**src/rtl/dl_mul_pkg.sv**
```systemverilog
// Shared definitions for the dl_* multiplier family.
// The shift-add multiplier uses these today. Booth and radix-4 variants are meant to reuse them.
package dl_mul_pkg;

  // Controller states shared by every iterative multiplier variant.
  typedef enum logic [1:0] {
    IDLE = 2'd0,
    CALC = 2'd1,
    DONE = 2'd2
  } state_t;

  localparam int DEFAULT_NUM_BITS = 32;

  // Width of a full unsigned product of two n-bit operands.
  function automatic int prod_width(input int n);
    return 2 * n;
  endfunction

endpackage

```
**src/rtl/dl_lshift.sv**
```systemverilog
// Library logical left shifter (combinational). Vacated low bits are zero-filled.
module dl_lshift #(
  parameter int NUM_BITS = 64
) (
  input  logic [NUM_BITS-1:0]         data,
  input  logic [$clog2(NUM_BITS)-1:0] shamt,
  output logic [NUM_BITS-1:0]         out
);

  assign out = data << shamt;

endmodule

```
**src/rtl/dl_shift_add_mul.sv**
```systemverilog
// Iterative radix-2 shift-and-add unsigned multiplier.
// It retires one multiplier bit per cycle and stops early once the remaining multiplier bits are zero.
// Operands arrive over a valid/ready handshake. The product leaves over a second one.
module dl_shift_add_mul
  import dl_mul_pkg::*;
#(
  parameter int NUM_BITS = DEFAULT_NUM_BITS
) (
  input  logic                           clk,
  input  logic                           rst,
  input  logic                           in_val,
  output logic                           in_rdy,
  input  logic [NUM_BITS-1:0]            a,
  input  logic [NUM_BITS-1:0]            b,
  output logic                           out_val,
  input  logic                           out_rdy,
  output logic [prod_width(NUM_BITS)-1:0] out
);

  localparam int NUM_CNT_BITS = $clog2(NUM_BITS) + 1;
  localparam int PROD_BITS    = prod_width(NUM_BITS);
  localparam int SHAMT_BITS   = $clog2(PROD_BITS);

  state_t                  state;
  logic [PROD_BITS-1:0]    a_reg;
  logic [PROD_BITS-1:0]    a_shl;
  logic [PROD_BITS-1:0]    acc;
  logic [NUM_BITS-1:0]     b_reg;
  logic [NUM_BITS-1:0]     b_next;
  logic [NUM_CNT_BITS-1:0] cnt;
  logic                    calc_last;

  // The multiplicand doubles every step, so it is a fixed shift by one.
  dl_lshift #(
    .NUM_BITS(PROD_BITS)
  ) u_lshift (
    .data (a_reg),
    .shamt(SHAMT_BITS'(1)),
    .out  (a_shl)
  );

  // Decide whether this CALC step retires the last useful multiplier bit.
  always_comb begin
    // NOTE: every output of a combinational block gets a default first, so no path can infer a latch.
    b_next    = b_reg >> 1;
    calc_last = 1'b0;
    if ((b_next == '0) || (cnt == NUM_CNT_BITS'(NUM_BITS - 1))) begin
      calc_last = 1'b1;
    end
  end

  // Controller, datapath registers and registered handshake outputs.
  always_ff @(posedge clk) begin
    // NOTE: sequential state uses non-blocking assignments, so every register samples pre-edge values.
    if (rst) begin
      state   <= IDLE;
      a_reg   <= '0;
      b_reg   <= '0;
      acc     <= '0;
      cnt     <= '0;
      in_rdy  <= 1'b1;
      out_val <= 1'b0;
    end else begin
      case (state)
        IDLE: begin
          if (in_val && in_rdy) begin
            a_reg  <= {{NUM_BITS{1'b0}}, a};
            b_reg  <= b;
            acc    <= '0;
            cnt    <= '0;
            in_rdy <= 1'b0;
            state  <= CALC;
          end
        end
        CALC: begin
          if (b_reg[0]) begin
            acc <= acc + a_reg;
          end
          a_reg <= a_shl;
          b_reg <= b_next;
          cnt   <= cnt + NUM_CNT_BITS'(1);
          if (calc_last) begin
            out_val <= 1'b1;
            state   <= DONE;
          end
        end
        DONE: begin
          if (out_rdy) begin
            out_val <= 1'b0;
            in_rdy  <= 1'b1;
            state   <= IDLE;
          end
        end
        default: begin
          in_rdy  <= 1'b1;
          out_val <= 1'b0;
          state   <= IDLE;
        end
      endcase
    end
  end

  assign out = acc;

endmodule
```
**config.mk**
```make
export PLATFORM = sky130hd
export DESIGN_NAME = dl_shift_add_mul
export DESIGN_NICKNAME = d
export VERILOG_FILES = /design/src/rtl/dl_mul_pkg.sv /design/src/rtl/dl_lshift.sv /design/src/rtl/dl_shift_add_mul.sv
export SDC_FILE = /design/constraint.sdc
export NUM_CORES = 1
export LEC_CHECK = 0
export ABC_AREA = 1
export CAP_MARGIN = 30
export CORE_ASPECT_RATIO = 1.25
export CORE_MARGIN = 3
export CORE_UTILIZATION = 30
export DETAILED_ROUTE_END_ITERATION = 7
export GPL_TIMING_DRIVEN = 0
export SKIP_LAST_GASP = 1
export SYNTH_ARGS = -nofsm -noshare
export SYNTH_HDL_FRONTEND = slang
export SYNTH_HIERARCHICAL = 1
export SYNTH_SLANG_ARGS = --single-unit
```
**constraint.sdc**
```tcl
create_clock -name clk -period 2.55 [get_ports clk]
set_clock_uncertainty 0.05 [all_clocks]
set_input_delay 0.3825 -clock clk [delete_from_list [all_inputs] [get_ports clk]]
set_output_delay 0.3825 -clock clk [all_outputs]
set_load 0.02 [all_outputs]
```
* Word-level counts from Yosys, hierarchy flattened
Index checks and enable logic that the tools add are counted.
** Word-level totals
- Input bits :: 68
- Flip-flop bits (word level) :: 170
- Output and inout port bits :: 66
** Cells by class
- Reductions and logical operators :: 10
- $add $sub $neg :: 2
- Equality and inequality tests :: 7
- Muxes and demuxes :: 20
- Bitwise gates (word level) :: 2
** Operators by type and width (count)
- $pmux 64 s2 :: 2
- $mux 64 :: 3
- $add 64x64->64 :: 1
- $pmux 32 s2 :: 1
- $logic_not 32->1 :: 1
- $mux 32 :: 1
- $pmux 6 s2 :: 1
- $reduce_and 3->1 :: 4
- $ne 2x2->1 const B :: 4
- $add 6x1->6 const B :: 1
- $eq 6x5->1 const B :: 1
- $mux 2 :: 3
- $mux 6 :: 1
- $pmux 1 s3 :: 2
- $pmux 2 s3 :: 1
- $mux 1 :: 5
- $eq 2x1->1 const B :: 1
- $eq 2x2->1 const B :: 1
- $logic_not 2->1 :: 1
- $not 1->1 :: 2
- $reduce_and 2->1 :: 1
- $reduce_bool 2->1 :: 1
- $logic_and 1x1->1 :: 1
- $logic_or 1x1->1 :: 1

* Longest topological paths before layout
- Depth after elaboration :: 5
- Depth in mapped cells :: 16
- Depth with buffers taken out :: 16

* Modules after synthesis
Netlist, hierarchy kept.
** By module, submodules not included
- dl_shift_add_mul :: times used 1, area each 12154.2 um^2, sequential area each 3403.3 um^2, cells an instance 2105
- dl_lshift :: times used 1, area each 4093.9 um^2, sequential area each 0.0 um^2, cells an instance 909

* Worst setup path before layout
No wires, ideal clock.
- Path kind :: register to register
- Start :: register acc[0] (netlist: out[0])
- End :: register acc[48] (netlist: out[48])
- Period minus slack after synthesis :: 2.158 ns
- Data arrival time :: 1.976 ns
- Required time :: 2.368 ns
- Slack :: 0.392 ns
- Stages on the path, launching flop included :: 15
- Path buffers :: 0
- Cells stage by stage :: dfxtp_1 ha_1 inv_1 fa_1 nand3b_1 nand2_1 nand2_1 nand2_1 nand2_1 nand2_1 nand3_1 nand3_1 nand2_1 nand3_1 a21oi_1
** Between the ends
- Word-level cells in the longest chain between the ends :: 3
** RTL lines
- start: declaration :: line dl_shift_add_mul.sv:27 : logic [PROD_BITS-1:0] acc;
- start signal: assignment :: line dl_shift_add_mul.sv:77 : acc <= acc + a_reg;
- $add 64x64->64 :: line dl_shift_add_mul.sv:77
- $mux 64 :: line dl_shift_add_mul.sv:76 : if (b_reg[0]) begin
- $pmux 64 s2 :: line dl_shift_add_mul.sv:64 : case (state)
No other way between the ends. The select of a mux whose other input is x is not followed.
A chain may end at the register's enable or synchronous reset.

* Worst setup path after layout
- Start :: register a_reg[29]
- End :: register acc[32] (netlist: out[32])
** Between the ends
- Word-level cells in the longest chain between the ends :: 3
** RTL lines
- start: declaration :: line dl_shift_add_mul.sv:25 : logic [PROD_BITS-1:0] a_reg;
- start signal: assignment :: line dl_shift_add_mul.sv:67 : a_reg <= {{NUM_BITS{1'b0}}, a};
- start signal: assignment :: line dl_shift_add_mul.sv:79 : a_reg <= a_shl;
- $add 64x64->64 :: line dl_shift_add_mul.sv:77
- $mux 64 :: line dl_shift_add_mul.sv:76
- $pmux 64 s2 :: line dl_shift_add_mul.sv:64
No other way between the ends. The select of a mux whose other input is x is not followed.

==> results.cfg <==
[cells_and_area]
layout-drive-gt1-share = 0.05960
diodes = 0
nNetsFinal = 3308
mostFrequentLayoutCells = nand2_1 (1176), nand3_1 (500), inv_1 (335)
layout_commonest_cell = nand2_1
areaGrowthSynthToFinish_pct = 18.30
fin_cells = 3908

[placement]
place.gp.congestion = 1.019
placed_cells = 3876
portBuffers = 132
dp_hpwl_um = 60400

[yosys]
async_reset_ff_frac = 0
yosys.cell_types.count = 46
avgSynthCellArea_sq_um = 5.391
synth-edff-count = 0
ys_seq_area_frac = 0.2095
ys_warn_count = 6
synth_area_sq_um = 16250
synth_flop_cell = dfxtp_1
syn_inst = 3014
ys_seq_elements = 170

[detailed_routing]
drc_errors = 0
vias_per_cell = 5.089
num_vias = 19890
ant_nets = 0
wl_per_cell_um = 18.63
drtIter0Drc = 1632
wl_um = 72820
firstDrtPassIters = 6

[min_path]
hold_path_depth = 3
holdPathEnd = a_reg[11]
hp-class = input pin to flip-flop
min_from = a[11]

[run_status]
outcome = finished clean

[clocking]
cts-root-buf = clkbuf_16
post_cts_buffers = 0
clk_pin_slew_ns = 0.08
cts.sinks = 170
cts_tree = built
htreeDepth = 4
clk_latency_ns = 0.49
cts_buffers = 17
clk_path_buf_depth = 2

[floorplan]
rows = 94
core_area_sq_um = 53160
die-area_sq_um = 57010
start_util = 0.3056
io_pins = 134
die_h_um = 266.2
die_x_um = 214.2

[worst_setup_path]
worstReg2RegStart = a_reg[29]
cp.arrival_ns = 2.78
crit_type = flip-flop to flip-flop
required_ns = 2.85
rr_worst_depth = 9
path_buf_inv = 0
cp_cell_sequence = ha_1 -> nand2_1 -> nor2_1 -> nand2_1 -> nor2_2 -> a21boi_0 -> o21ai_0 -> nand3_1 -> a21oi_1
end_kind = flip-flop
critPathMaxFanout = 5
worstSetupStartpointType = flip-flop
crit_top_cell = nand2_1
critical_path.max_stage_delay_ns = 0.43
rrSetupSlack_ns = 0.07
crit_family = simple AND/OR/NAND/NOR gates
r2r-end = out[32]
crit_path_top_delay_cell = dfxtp_1

[global_routing]
grt_pass1_wl_um = 109700
antenna_found_initial = 0
grt_use_total = 0.2502
grt_pass1_vias = 19160
grt_max_degree = 18
grt_overflow = 0

[power]
power.density_nw_per_um2 = 465.3
max-vdd-ir-drop_uv = 349.0
total_power_mw = 8.944
p_leak_nw = 9.401

[sta]
fmax_mhz = 402.9
tns_ns = 0
drv_slew = 0
rsz0062_at_grt = yes
tightestPinTransition_ns = 0.8560
fin_crit_ns = 2.482
slew_headroom = 0.4293
finalCritPeriodShare = 0.9734
hold_viol_final = 0
setup_viol = 0

[job]
maxCapViolations = 0
-- cell type report --
cell class | count | area (sq um)
fill | 6116 | 33940
tap | 720 | 900.9
inverter | 345 | 1297
clock buffer | 18 | 439.2
clock inverter | 14 | 146.4
sequential | 170 | 3418
multi-input combinational | 2369 | 10990
timing repair buffer | 133 | 1336
buffer | 139 | 691.9
-- kinds of logic (layout without fill, tap and decap cells) --
| kind of cell | Yosys count | in the layout | synth area share |
|---|---|---|---|
| compound gates | 279 | 279 | 0.09125 |
| xor+xnor | 4 | 4 | 0.002157 |
| fa+ha+maj | 65 | 65 | 0.05052 |
| buf+inv | 484 | 649 | 0.1224 |
| flops | 170 | 170 | 0.2095 |
| other cells | 2 | 11 | 0.0004622 |
| simple gates | 2010 | 2010 | 0.5237 |
-- cells in the mapped netlist (2+ instances only) --
cell / n / area, sq um
a21boi_1: 2 / 15.01
a21o_1: 2 / 15.01
a21oi_1: 154 / 770.7
a221oi_1: 2 / 17.52
a31oi_1: 32 / 200.2
and2_1: 2 / 12.51
buf_1: 15 / 56.30
buf_2: 46 / 230.2
buf_4: 14 / 105.1
buf_6: 8 / 90.09
clkbuf_1: 56 / 210.2
conb_1: 2 / 7.510
dfxtp_1: 170 / 3403
ha_1: 64 / 800.8
inv_1: 335 / 1257
inv_2: 9 / 33.78
nand2_1: 1187 / 4456
nand2_2: 2 / 12.51
nand3_1: 507 / 2537
nand3_2: 2 / 20.02
nand3b_1: 5 / 37.54
nand4_1: 17 / 106.4
nor2_1: 187 / 701.9
nor2_2: 7 / 43.79
nor2_4: 2 / 22.52
nor3_1: 55 / 275.3
nor3_2: 3 / 30.03
nor4_1: 9 / 56.30
nor4_2: 2 / 25.02
o21ai_0: 75 / 375.4
o21ai_1: 4 / 20.02
o21bai_1: 3 / 22.52
or2_2: 19 / 118.9
xor2_1: 3 / 26.28
-- repair_timing --
| action | 4_1_cts | 5_1_grt |
|---|---|---|
| gates resized for setup | 11 | 29 |
| endpoints found under the setup margin | 21 | 32 |
| hold buffers | 0 | 0 |
-- worst register-to-register path: stages, from the launching register on --
cell and delay, ns:
dfxtp_1 0.43, ha_1 0.41, nand2_1 0.15, nor2_1 0.20
nand2_1 0.20, nor2_2 0.24, a21boi_0 0.36, o21ai_0 0.13
nand3_1 0.11, a21oi_1 0.07
-- worst max-delay path by stage --
stage,startpoint,to,slack [ns],cells after the start
6_report,a_reg[29],out[32],0.07,9
5_1_grt,a_reg[0],out[62],-0.03,15
4_1_cts,a_reg[0],out[56],-0.004,14
3_5_place_dp,a_reg[0],out[62],-0.25,15
3_3_place_gp,a_reg[0],out[56],-0.23,14
2_1_floorplan,out[0],out[48],0.39,14
-- layer usage --
metal / GRT usage / share of wire
met5: 0 / 0
met4: 0.1427 / 0.062
met3: 0.03182 / 0.050
met2: 0.4473 / 0.48
met1: 0.2889 / 0.41
-- through the flow --
stage / setup slack, ns / hold slack [ns] / utilization / cell area (sq um)
finish: 0.06777 / 0.4166 / 0.3616 / 19220
global route: -0.02694 / 0.4360 / 0.3616 / 19220
CTS: -0.004092 / 0.3965 / 0.3600 / 19140
detailed placement: -0.2502 / 0.4045 / 0.3484 / 18520
global placement: -0.2320 / 0.4003 / 0.3481 / 18500
floorplan: 0.3922 / 0.3871 / - / 16280
-- report_power, final --
part,switching (mW),internal (mW)
registers,0.387,2.91
logic,1.95,0.950
clock network,1.34,1.41
total,3.67,5.27
No activity file was read; power rests on OpenSTA's default activity.
